==> src/rtl/ap_mon_pkg.sv <==
// Shared types and helpers for the ap_ctrl_chain performance monitor.
// Statistic fields are carried at STAT_W and trimmed to CNT_W at the read port.
package ap_mon_pkg;

  localparam int STAT_W = 64;

  typedef enum logic [2:0] {
    SEL_DONE     = 3'd0,
    SEL_START    = 3'd1,
    SEL_LAST_LAT = 3'd2,
    SEL_MIN_LAT  = 3'd3,
    SEL_MAX_LAT  = 3'd4,
    SEL_INTERVAL = 3'd5,
    SEL_STALL    = 3'd6,
    SEL_ITER     = 3'd7
  } rd_sel_e;

  typedef enum logic [1:0] {
    IDLE   = 2'd0,
    ACTIVE = 2'd1,
    STALL  = 2'd2
  } ch_state_e;

  typedef struct packed {
    logic [STAT_W-1:0] txn_done;
    logic [STAT_W-1:0] txn_start;
    logic [STAT_W-1:0] last_lat;
    logic [STAT_W-1:0] min_lat;
    logic [STAT_W-1:0] max_lat;
    logic [STAT_W-1:0] last_interval;
    logic [STAT_W-1:0] stall_cyc;
    logic [STAT_W-1:0] iter_inflight;
  } chan_stats_t;

  // Increment that sticks at all-ones of a counter `width` bits wide.
  function automatic logic [STAT_W-1:0] sat_inc(input logic [STAT_W-1:0] value,
                                                input int unsigned width);
    logic [STAT_W-1:0] ceiling;
    ceiling = {STAT_W{1'b1}} >> (STAT_W - width);
    return (value >= ceiling) ? ceiling : value + STAT_W'(1);
  endfunction

endpackage

==> src/rtl/ap_mon_channel.sv <==
// One monitored ap_ctrl_chain channel: start-timestamp FIFO, IDLE/ACTIVE/STALL
// tracking and saturating statistics. `hold` freezes every register.
module ap_mon_channel
  import ap_mon_pkg::*;
#(
  parameter int CNT_W        = 32,
  parameter int LAT_W        = 24,
  parameter int MAX_INFLIGHT = 4
) (
  input  logic              clock,
  input  logic              reset,
  input  logic              hold,
  input  logic [LAT_W-1:0]  now,
  input  logic              start_acc,
  input  logic              done_acc,
  input  logic              done_blocked,
  input  logic              iter_start_en,
  input  logic              iter_end_en,
  output chan_stats_t       stats,
  output logic              err
);

  localparam int PTR_W = (MAX_INFLIGHT > 1) ? $clog2(MAX_INFLIGHT) : 1;
  localparam int OCC_W = $clog2(MAX_INFLIGHT + 1);

  logic [LAT_W-1:0] ts_mem [MAX_INFLIGHT];

  ch_state_e        state_reg, state_next;
  logic [OCC_W-1:0] occ_reg, occ_next;
  logic [PTR_W-1:0] wr_ptr_reg, rd_ptr_reg, wr_ptr_inc, rd_ptr_inc;
  logic             err_reg, seen_start_reg;
  logic [CNT_W-1:0] txn_start_reg, txn_done_reg, stall_cyc_reg;
  logic [CNT_W-1:0] iter_issued_reg, iter_retired_reg, iter_inflight;
  logic [LAT_W-1:0] last_lat_reg, min_lat_reg, max_lat_reg;
  logic [LAT_W-1:0] last_interval_reg, prev_start_ts_reg, lat;

  logic empty, full, do_pop, do_bypass, do_push, completes, set_err;

  function automatic logic [CNT_W-1:0] inc(input logic [CNT_W-1:0] v);
    return CNT_W'(sat_inc(STAT_W'(v), CNT_W));
  endfunction

  // A start and a completion in the same cycle on an empty FIFO bypass it with
  // zero latency; on a non-empty FIFO the pop reads the old head.
  always_comb begin
    empty      = (occ_reg == '0);
    full       = (occ_reg == OCC_W'(MAX_INFLIGHT));
    do_pop     = done_acc & ~empty;
    do_bypass  = done_acc & empty & start_acc;
    do_push    = start_acc & ~do_bypass & (~full | do_pop);
    completes  = do_pop | do_bypass;
    set_err    = (done_acc & empty & ~start_acc) | (start_acc & full & ~done_acc);
    wr_ptr_inc = (wr_ptr_reg == PTR_W'(MAX_INFLIGHT - 1)) ? '0 : wr_ptr_reg + PTR_W'(1);
    rd_ptr_inc = (rd_ptr_reg == PTR_W'(MAX_INFLIGHT - 1)) ? '0 : rd_ptr_reg + PTR_W'(1);
    lat        = '0;
    if (do_pop) begin
      lat = now - ts_mem[rd_ptr_reg];
    end
    occ_next = occ_reg;
    if (do_push && !do_pop) begin
      occ_next = occ_reg + OCC_W'(1);
    end else if (do_pop && !do_push) begin
      occ_next = occ_reg - OCC_W'(1);
    end
  end

  always_comb begin
    state_next = state_reg;
    if (occ_next == '0) begin
      state_next = IDLE;
    end else if (done_blocked) begin
      state_next = STALL;
    end else begin
      state_next = ACTIVE;
    end
  end

  always_ff @(posedge clock) begin
    if (!reset && !hold && do_push) begin
      ts_mem[wr_ptr_reg] <= now;
    end
  end

  always_ff @(posedge clock) begin
    if (reset) begin
      state_reg         <= IDLE;
      occ_reg           <= '0;
      wr_ptr_reg        <= '0;
      rd_ptr_reg        <= '0;
      err_reg           <= 1'b0;
      seen_start_reg    <= 1'b0;
      txn_start_reg     <= '0;
      txn_done_reg      <= '0;
      stall_cyc_reg     <= '0;
      iter_issued_reg   <= '0;
      iter_retired_reg  <= '0;
      last_lat_reg      <= '0;
      min_lat_reg       <= '1;
      max_lat_reg       <= '0;
      last_interval_reg <= '0;
      prev_start_ts_reg <= '0;
    end else if (!hold) begin
      state_reg <= state_next;
      occ_reg   <= occ_next;
      if (do_push) wr_ptr_reg <= wr_ptr_inc;
      if (do_pop)  rd_ptr_reg <= rd_ptr_inc;
      if (set_err) err_reg <= 1'b1;
      if (start_acc) begin
        txn_start_reg     <= inc(txn_start_reg);
        prev_start_ts_reg <= now;
        seen_start_reg    <= 1'b1;
        if (seen_start_reg) last_interval_reg <= now - prev_start_ts_reg;
      end
      if (completes) begin
        last_lat_reg <= lat;
        if (lat < min_lat_reg) min_lat_reg <= lat;
        if (lat > max_lat_reg) max_lat_reg <= lat;
        txn_done_reg <= inc(txn_done_reg);
      end
      if (state_reg == STALL) stall_cyc_reg    <= inc(stall_cyc_reg);
      if (iter_start_en)      iter_issued_reg  <= inc(iter_issued_reg);
      if (iter_end_en)        iter_retired_reg <= inc(iter_retired_reg);
    end
  end

  assign iter_inflight = iter_issued_reg - iter_retired_reg;

  always_comb begin
    stats               = '0;
    stats.txn_done      = STAT_W'(txn_done_reg);
    stats.txn_start     = STAT_W'(txn_start_reg);
    stats.last_lat      = STAT_W'(last_lat_reg);
    stats.min_lat       = STAT_W'(min_lat_reg);
    stats.max_lat       = STAT_W'(max_lat_reg);
    stats.last_interval = STAT_W'(last_interval_reg);
    stats.stall_cyc     = STAT_W'(stall_cyc_reg);
    stats.iter_inflight = STAT_W'(iter_inflight);
  end

  assign err = err_reg;

endmodule

==> src/rtl/ap_ctrl_perf_monitor.sv <==
// Multi-channel ap_ctrl_chain performance monitor: shared timebase, freeze
// control and a registered statistic read port over NUM_CH channel monitors.
module ap_ctrl_perf_monitor
  import ap_mon_pkg::*;
#(
  parameter int NUM_CH       = 4,
  parameter int CNT_W        = 32,
  parameter int LAT_W        = 24,
  parameter int MAX_INFLIGHT = 4,
  localparam int CH_W        = (NUM_CH > 1) ? $clog2(NUM_CH) : 1
) (
  input  logic              clock,
  input  logic              reset,
  input  logic              finish,
  input  logic [NUM_CH-1:0] ap_start,
  input  logic [NUM_CH-1:0] ap_ready,
  input  logic [NUM_CH-1:0] ap_done,
  input  logic [NUM_CH-1:0] ap_continue,
  input  logic [NUM_CH-1:0] iter_start_en,
  input  logic [NUM_CH-1:0] iter_end_en,
  input  logic              rd_en,
  input  logic [CH_W-1:0]   rd_ch,
  input  logic [2:0]        rd_sel,
  output logic [CNT_W-1:0]  rd_data,
  output logic              rd_valid,
  output logic [NUM_CH-1:0] err,
  output logic              frozen
);

  logic [LAT_W-1:0]  now_reg;
  logic              frozen_reg;
  logic [CNT_W-1:0]  rd_data_reg;
  logic              rd_valid_reg;
  chan_stats_t       stats [NUM_CH];
  chan_stats_t       sel_stats;
  logic [STAT_W-1:0] sel_value;
  logic              unused_stat_bits;

  // The timebase keeps running while frozen so post-freeze reads stay coherent.
  always_ff @(posedge clock) begin
    if (reset) begin
      now_reg    <= '0;
      frozen_reg <= 1'b0;
    end else begin
      now_reg    <= now_reg + LAT_W'(1);
      frozen_reg <= frozen_reg | finish;
    end
  end

  genvar gi;
  generate
    for (gi = 0; gi < NUM_CH; gi++) begin : g_ch
      ap_mon_channel #(
        .CNT_W        (CNT_W),
        .LAT_W        (LAT_W),
        .MAX_INFLIGHT (MAX_INFLIGHT)
      ) u_channel (
        .clock         (clock),
        .reset         (reset),
        .hold          (frozen_reg),
        .now           (now_reg),
        .start_acc     (ap_start[gi] & ap_ready[gi]),
        .done_acc      (ap_done[gi] & ap_continue[gi]),
        .done_blocked  (ap_done[gi] & ~ap_continue[gi]),
        .iter_start_en (iter_start_en[gi]),
        .iter_end_en   (iter_end_en[gi]),
        .stats         (stats[gi]),
        .err           (err[gi])
      );
    end
  endgenerate

  always_comb begin
    sel_stats = '0;
    sel_value = '0;
    if (int'(rd_ch) < NUM_CH) begin
      sel_stats = stats[rd_ch];
      case (rd_sel_e'(rd_sel))
        SEL_DONE:     sel_value = sel_stats.txn_done;
        SEL_START:    sel_value = sel_stats.txn_start;
        SEL_LAST_LAT: sel_value = sel_stats.last_lat;
        SEL_MIN_LAT:  sel_value = sel_stats.min_lat;
        SEL_MAX_LAT:  sel_value = sel_stats.max_lat;
        SEL_INTERVAL: sel_value = sel_stats.last_interval;
        SEL_STALL:    sel_value = sel_stats.stall_cyc;
        SEL_ITER:     sel_value = sel_stats.iter_inflight;
        default:      sel_value = '0;
      endcase
    end
  end

  // Bits above CNT_W are always zero; fold them away explicitly.
  assign unused_stat_bits = ^(sel_value >> CNT_W);

  always_ff @(posedge clock) begin
    if (reset) begin
      rd_data_reg  <= '0;
      rd_valid_reg <= 1'b0;
    end else begin
      rd_valid_reg <= rd_en;
      if (rd_en) rd_data_reg <= sel_value[CNT_W-1:0];
    end
  end

  assign rd_data  = rd_data_reg;
  assign rd_valid = rd_valid_reg;
  assign frozen   = frozen_reg;

endmodule
==> config.mk <==
export PLATFORM = sky130hd
export DESIGN_NAME = ap_ctrl_perf_monitor
export DESIGN_NICKNAME = d
export VERILOG_FILES = /design/src/rtl/ap_mon_pkg.sv /design/src/rtl/ap_mon_channel.sv /design/src/rtl/ap_ctrl_perf_monitor.sv
export SDC_FILE = /design/constraint.sdc
export NUM_CORES = 2
export LEC_CHECK = 0
export BUFFER_PORTS_ARGS = -buffer_cell sky130_fd_sc_hd__buf_2
export CORE_MARGIN = 5
export CORE_UTILIZATION = 39
export DETAILED_ROUTE_END_ITERATION = 16
export GPL_TIMING_DRIVEN = 0
export PLACE_DENSITY = 0.54
export SYNTH_ARGS = -nofsm -noshare
export SYNTH_HDL_FRONTEND = slang
export SYNTH_SLANG_ARGS = --single-unit
==> constraint.sdc <==
create_clock -name clock -period 6.3 [get_ports clock]
set_input_delay 0.945 -clock clock [delete_from_list [all_inputs] [get_ports clock]]
set_output_delay 0.945 -clock clock [all_outputs]
set_load 0.02 [all_outputs]
# Yosys cells after proc, flatten, opt, wreduce, memory -nomap -nowiden
# Memories as Yosys holds them, arrays and structs flattened. A register that Yosys moved wholly into a read port is not among the register bits.
# Cells that the tools add are included.
# word_totals
ram_bits	384
in_bits	33
mem_count	4
regBits	1222
out_inout_bits	38
elab_cells	400
# op_classes
n_mux	68
n_bitwise	83
addsub	49
n_lt_le_gt_ge	29
reduce_logical	76
n_eq_ne	23
# memory_table
name	words	word_bits	read_ports	rd_ports_with_merged_regs	wr	line	source
g_ch[0].u_channel.ts_mem	4	24	1	1	1	ap_mon_channel.sv:26	logic [LAT_W-1:0] ts_mem [MAX_INFLIGHT];
g_ch[1].u_channel.ts_mem	4	24	1	1	1	ap_mon_channel.sv:26	
g_ch[2].u_channel.ts_mem	4	24	1	1	1	ap_mon_channel.sv:26	
g_ch[3].u_channel.ts_mem	4	24	1	1	1	ap_mon_channel.sv:26	
# op_table
op	n
$bmux 512 s2	1
$mux 480	2
$add 32x1->32 const B	20
$ge 32x32->1 const B	20
$mux 32	20
$pmux 32 s8	1
$sub 24x24->24	8
$sub 32x32->32	4
$gt 24x24->1	4
$lt 24x24->1	4
$mux 24	4
$reduce_and 2->1	32
$mux 2	24
$and 1x1->1	44
$reduce_and 3->1	12
$logic_not 3->1	9
$not 1->1	25
$add 24x1->24 const B	1
$eq 2x2->1 const B	12
$eq 3x3->1 const B	8
$mux 3	8
$add 2x1->2 const B	8
$logic_and 1x1->1	13
$or 1x1->1	13
other kinds (8)	31

# Longest topological paths before layout
# logic_depth
depth_word	12
ltp_mapped	29
mapped_depth_nobuf	25

# Modules after synthesis
# Synthesis repeated with hierarchy kept, for this count alone.
# hier_totals
hier_cells	11537
hier_area_um2	103377.9
# modules_own_cells
module	cells_each	n_inst	seq_area_each_um2	area_each_um2
ap_mon_channel at g_ch[0].u_channel	2627	1	8748.4	23278.6
ap_mon_channel at g_ch[3].u_channel	2632	1	8748.4	23237.3
ap_mon_channel at g_ch[1].u_channel	2588	1	8748.4	23192.2
ap_mon_channel at g_ch[2].u_channel	2595	1	8748.4	23035.8
ap_ctrl_perf_monitor	1095	1	1161.1	10633.9

# Worst setup path after synthesis
# No wires, ideal clock.
# synth_timing
kind	register to register
startpoint	register (tool-made name)
endpoint	register g_ch[1].u_channel.min_lat_reg[16]
arrival_ps	6096
path_stages_with_launch	29
path_buffers	4
setup_time_ps	79
t_required_ps	6221
slack_ps	125
period_less_slack_ps	6175
cell_sequence	dfxtp_1 clkbuf_1 buf_1 mux4_2 inv_1 ha_1 nor2b_1 o21a_1 o21a_1 o2111a_1 o31ai_1 a211oi_1 o21ai_0 mux2i_1 nand2_1 ha_1 a21o_1 a21o_1 a21o_1 a21oi_1 nor2b_1 o21ai_0 nand2b_1 a211oi_1 o31a_1 clkbuf_1 clkbuf_1 nand2_1 o211ai_1
# synth_rtl
item	line	source
end signal, assigned	ap_mon_channel.sv:116	if (lat < min_lat_reg) min_lat_reg <= lat;
end, declared	ap_mon_channel.sv:34	logic [LAT_W-1:0] last_lat_reg, min_lat_reg, max_lat_reg;

# Worst setup path after layout
# layout_timing
startpoint	register frozen_reg (netlist: frozen)
endpoint	register g_ch[1].u_channel.txn_done_reg[22]
# layout_between
elab_chain_len	2
# layout_rtl
item	line	source
start, declared	ap_ctrl_perf_monitor.sv:31	logic frozen_reg;
start signal, assigned	ap_ctrl_perf_monitor.sv:46	frozen_reg <= frozen_reg | finish;
$not 1->1 (no source line)	n/a	
$reduce_and 2->1 (no source line)	n/a	
end signal, assigned	ap_mon_channel.sv:118	txn_done_reg <= inc(txn_done_reg);
end, declared	ap_mon_channel.sv:32	logic [CNT_W-1:0] txn_start_reg, txn_done_reg, stall_cyc_reg;
# Every way passes these cells.
# A chain may end at the register's enable or synchronous reset.

==> impl_results.rst <==
.. list-table::
   :header-rows: 1

   * - Metric
     - Value
   * - Count of endpoints failing setup in the final report
     - 0
   * - Final min period
     - 6.17 ns
   * - RSZ-0062 raised after global routing
     - yes
   * - Fraction of the yosys area taken by sequential cells
     - 39.8%
   * - Largest reg by FF count
     - g_ch.u_channel.ts_mem
   * - Violations in the final reports
     - max-capacitance violations, max-slew violations
   * - Tightest Pin Transition
     - 1.59 ns
   * - Total net switching power
     - slightly below 7 mW
   * - Global-route wire length before repair
     - 550,000 um
   * - Final Total Pwr
     - around 25 mW
   * - Number of ports placed on the die boundary
     - 71
   * - Dominant synthesized flop cell
     - sky130_fd_sc_hd__dfxtp_1
   * - Post-Syn Nets
     - 10,400
   * - Post-synthesis cell type with the largest combined area
     - sky130_fd_sc_hd__dfxtp_1
   * - Cells along the critical path
     - buf_2 > inv_2 > nand3_1 > o22ai_1 > buf_2 > nand2b_1 > nor3_1 > and2_1 > clkbuf_1 > nand2_1 > clkbuf_1 > a21oi_1
   * - Final Skew
     - between 0.04 and 0.05 ns
   * - Violation count after the first detailed-route iteration
     - around 8,000
   * - Die width
     - around 490 um
   * - Vias after detailed routing
     - 78,700
   * - Comb power frac
     - between 10% and 20%
   * - Vias per inst
     - 5.88
   * - Element type at the critical path start
     - flop
   * - Crit-path max FO
     - 10
   * - Share of the cycle needed by the critical path after routing
     - just under 100%
   * - Post-synth cell types
     - just over 100
   * - Die extent in y
     - approximately 500 um
   * - Flip-flop count of the largest register, all copies and words added
     - around 380
   * - Root Buffer
     - sky130_fd_sc_hd__clkbuf_16
   * - Bufs and invs on worst path
     - 5
   * - Launching point of the worst reg2reg path
     - frozen
   * - Reg2Reg Capture Point
     - g_ch[1].u_channel.txn_done_reg[22]
   * - Maximum VDD drop
     - 0.299 mV
   * - Proportion of power drawn by flip-flops and latches
     - a little over two fifths
   * - Initial core utilization
     - approximately 39%
   * - Area added between synthesis and finish
     - 13.4%
   * - Fmax
     - roughly 160 MHz
   * - Area share of the largest cell type after synthesis
     - between 20% and 30%
   * - Depth of the CTS H-tree
     - 4
   * - Status
     - finished, violations left
   * - Later-pin clock latency in the skew report
     - ~0.86 ns
   * - Pin count of the biggest net entering global routing
     - 27
   * - CP arrival
     - between 6 and 7 ns
   * - Most numerous cell types in the synthesized netlist
     - sky130_fd_sc_hd__dfxtp_1 (1,230), sky130_fd_sc_hd__a21oi_1 (1,161), sky130_fd_sc_hd__nand2_1 (1,095)
   * - DRC violations left
     - 0
   * - Filler Cells Inserted
     - about 23,000
   * - Relative contribution of the clock network to total power
     - 46.1%
   * - Critical setup path kind
     - reg2reg
   * - Number of buffers between clock root and the deepest sink
     - 3
   * - Number of synthesized register bits
     - ~1,600
   * - FF-to-FF path depth
     - 12
   * - Setup slack, reg-to-reg
     - 0.13 ns
   * - Number of standard-cell rows in the floorplan
     - 177
   * - CP Data Required Time
     - ~7.1 ns
   * - Setup slack after placement
     - -2.42 ns
   * - Via count of the first global-routing pass
     - 73,700
   * - Fraction of layout cells with a size suffix above 1
     - about a tenth
   * - Final setup slack of the worst path
     - 0.128 ns
   * - Endpoint type of the worst setup path
     - flop
   * - DRT antenna net count
     - 0
   * - Sequential cell area
     - 0.0362 mm^2
   * - Max-cap violations
     - 6
   * - Post-Syn Instances
     - a little under 10,000
   * - Combined area of all synthesized cells
     - a little over 0.09 mm^2
   * - Multi-input combinational cell area
     - roughly 0.051 mm^2
   * - Core Box Area
     - about 0.23 mm^2
   * - Share of synthesized flip-flops with an asynchronous set or reset
     - 0%
   * - Number of iterations in the first detailed-routing pass
     - 8
   * - Die outline area
     - approximately 0.24 mm^2
   * - Sinks on the clock net
     - ~1,600
   * - Total wirelength of the detailed-routed design
     - 397,000 um
   * - Remaining global-route overflow
     - 0
   * - Mean Syn Cell Area
     - ~9.2 um^2
   * - CTS clk-pin slew, worst paths
     - approximately 0.06 ns
   * - Path class of the lowest-slack min-delay path
     - in2reg
   * - Global router's overall resource usage
     - between 30% and 40%
   * - Pwr Density
     - around 240 mW/mm^2
   * - Number of nets in the finished design
     - about 11,000
   * - Final count of pins violating max slew
     - 65
   * - Worst hold start
     - finish
   * - Clock buffer count from CTS
     - 190
   * - Clock tree from TritonCTS
     - done
   * - Leakage dissipation
     - just under 40 nW
   * - Hold Path Cell Cnt
     - 3
   * - Worst slew margin relative to its limit
     - -6.05%
   * - Count of input and output buffers
     - 66
   * - Most frequently used cell type in the post-synthesis netlist
     - sky130_fd_sc_hd__dfxtp_1
   * - Gate family responsible for the most delay along the worst path
     - simple AND/OR/NAND/NOR gates
   * - Detail-routed net length per standard cell
     - a little under 30 um
   * - GP Congestion
     - between 0.9 and 1
   * - Leading cell types by total area after synthesis
     - sky130_fd_sc_hd__dfxtp_1 (27%), sky130_fd_sc_hd__edfxtp_1 (13%), sky130_fd_sc_hd__ha_1 (7.6%)
   * - Hold Vio Cnt, Final
     - 0
   * - Antenna violations before repair
     - 43
   * - Synthesis warning total
     - 0
   * - Internal
     - about 18 mW
   * - Endpoint of the worst hold-timing path
     - frozen
   * - Sw Share
     - ~28%
   * - Number of synthesized flops with an enable pin
     - between 300 and 400
   * - Sum of net half-perimeters after detailed placement
     - between 300,000 and 400,000 um
   * - Largest stage delay on the critical path
     - between 1 and 1.5 ns
   * - Slowest-stage cell, CP
     - sky130_fd_sc_hd__o22ai_1
## stage by stage
stage	hold slack, ns	cell area (um^2)	util [%]	setup TNS [ns]	std cells
finish	0.344	103000	44.4	0	13400
global route	0.366	103000	44.4	-0.0454	13400
global placement	0.437	95000	40.9	-469.66	12900
detailed placement	0.444	95700	41.2	-263.97	13000
CTS	0.286	103000	44.2	0	13300
floorplan	0.414	90800	-	0	9840
## worst max-delay path by stage
| stage | cells after the start | end | start | slack [ns] |
|---|---|---|---|---|
| after CTS | 22 | g_ch[2].u_channel.max_lat_reg[4] | flop | 0.0007 |
| after global routing | 26 | g_ch[1].u_channel.min_lat_reg[10] | flop | -0.02 |
| after floorplan | 28 | g_ch[1].u_channel.min_lat_reg[16] | flop | 0.13 |
| final | 12 | g_ch[1].u_channel.txn_done_reg[22] | frozen | 0.13 |
| after detailed placement | 24 | g_ch[2].u_channel.max_lat_reg[16] | flop | -2.42 |
| after global placement | 21 | g_ch[2].u_channel.max_lat_reg[16] | now_reg[1] | -3.37 |
## cells by family (layout without fill, tap and decap cells)
logic type / Yosys count / in the layout / share of synthesized area (%)
mux: 438 / 438 / 9.04
fa+ha+maj: 562 / 562 / 7.84
flops: 1614 / 1614 / 39.8
buf+inv: 1082 / 1558 / 4.57
compound gates: 2288 / 2288 / 15.4
other cells: 0 / 12 / 0
xor+xnor: 783 / 783 / 7.55
simple gates: 3073 / 3073 / 15.8
## metal layers
metal | up-vias | track usage, % | wire (um)
met4 | 18 | 17.5 | 27300
met3 | 769 | 4.74 | 26200
met2 | 2986 | 50.7 | 179000
met5 | - | 0 | 126
li1 | 35900 | - | -
met1 | 39000 | 40.6 | 164000
## cell usage in the layout, fill, tap and decap left out, types with 74 or more instances in the layout
cell,instances
sky130_fd_sc_hd__a211oi_1,74
sky130_fd_sc_hd__a21o_1,180
sky130_fd_sc_hd__a21oi_1,1158
sky130_fd_sc_hd__and3_1,135
sky130_fd_sc_hd__buf_2,125
sky130_fd_sc_hd__clkbuf_1,334
sky130_fd_sc_hd__clkbuf_16,192
sky130_fd_sc_hd__dfxtp_1,1200
sky130_fd_sc_hd__edfxtp_1,384
sky130_fd_sc_hd__ha_1,550
sky130_fd_sc_hd__inv_1,611
sky130_fd_sc_hd__mux2i_1,123
sky130_fd_sc_hd__mux4_2,305
sky130_fd_sc_hd__nand2_1,1094
sky130_fd_sc_hd__nand3_1,332
sky130_fd_sc_hd__nand4_1,197
sky130_fd_sc_hd__nor2_1,655
sky130_fd_sc_hd__nor2b_1,107
sky130_fd_sc_hd__nor3_1,162
sky130_fd_sc_hd__o211ai_1,118
sky130_fd_sc_hd__o21ai_0,248
sky130_fd_sc_hd__xnor2_1,388
sky130_fd_sc_hd__xor2_1,392
## layout make-up
class / count / share of cell area (%)
clock buffers: 253 / 5.17
multi-input cells: 7144 / 49.4
diodes: 12 / 0.0292
clock inverters: 105 / 1.18
well taps: 3043 / 3.70
plain buffers: 455 / 1.94
flip-flops and latches: 1614 / 35.2
inverters: 618 / 2.26
repair buffers: 127 / 1.16
## worst register-to-register path, stage by stage, from the launching register on
cell and delay (ns):
sky130_fd_sc_hd__dfxtp_1 0.34, sky130_fd_sc_hd__buf_2 0.31, sky130_fd_sc_hd__inv_2 0.63, sky130_fd_sc_hd__nand3_1 0.96, sky130_fd_sc_hd__o22ai_1 1.25, sky130_fd_sc_hd__buf_2 0.49, sky130_fd_sc_hd__nand2b_1 0.19, sky130_fd_sc_hd__nor3_1 0.47
sky130_fd_sc_hd__and2_1 0.20, sky130_fd_sc_hd__clkbuf_1 0.29, sky130_fd_sc_hd__nand2_1 0.39, sky130_fd_sc_hd__clkbuf_1 0.36, sky130_fd_sc_hd__a21oi_1 0.19
## repair_timing
action                     4_1_cts  5_1_grt
setup endpoints to repair      192      191
gates resized for setup        124       85
pin swaps                        6       10
hold buffers                     0        0
setup buffers                   11       16
## power groups by stage
| stage | clock network, mW | logic (mW) | registers [mW] |
|---|---|---|---|
| floorplan | 0 | 1.45 | 11.0 |
| global placement | 0 | 2.59 | 11.0 |
| detailed placement | 0 | 2.63 | 11.0 |
| CTS | 11.7 | 2.68 | 10.8 |
| global route | 12.2 | 2.84 | 10.8 |
| finish | 11.6 | 2.74 | 10.8 |
No activity file was read; power rests on OpenSTA's default activity.
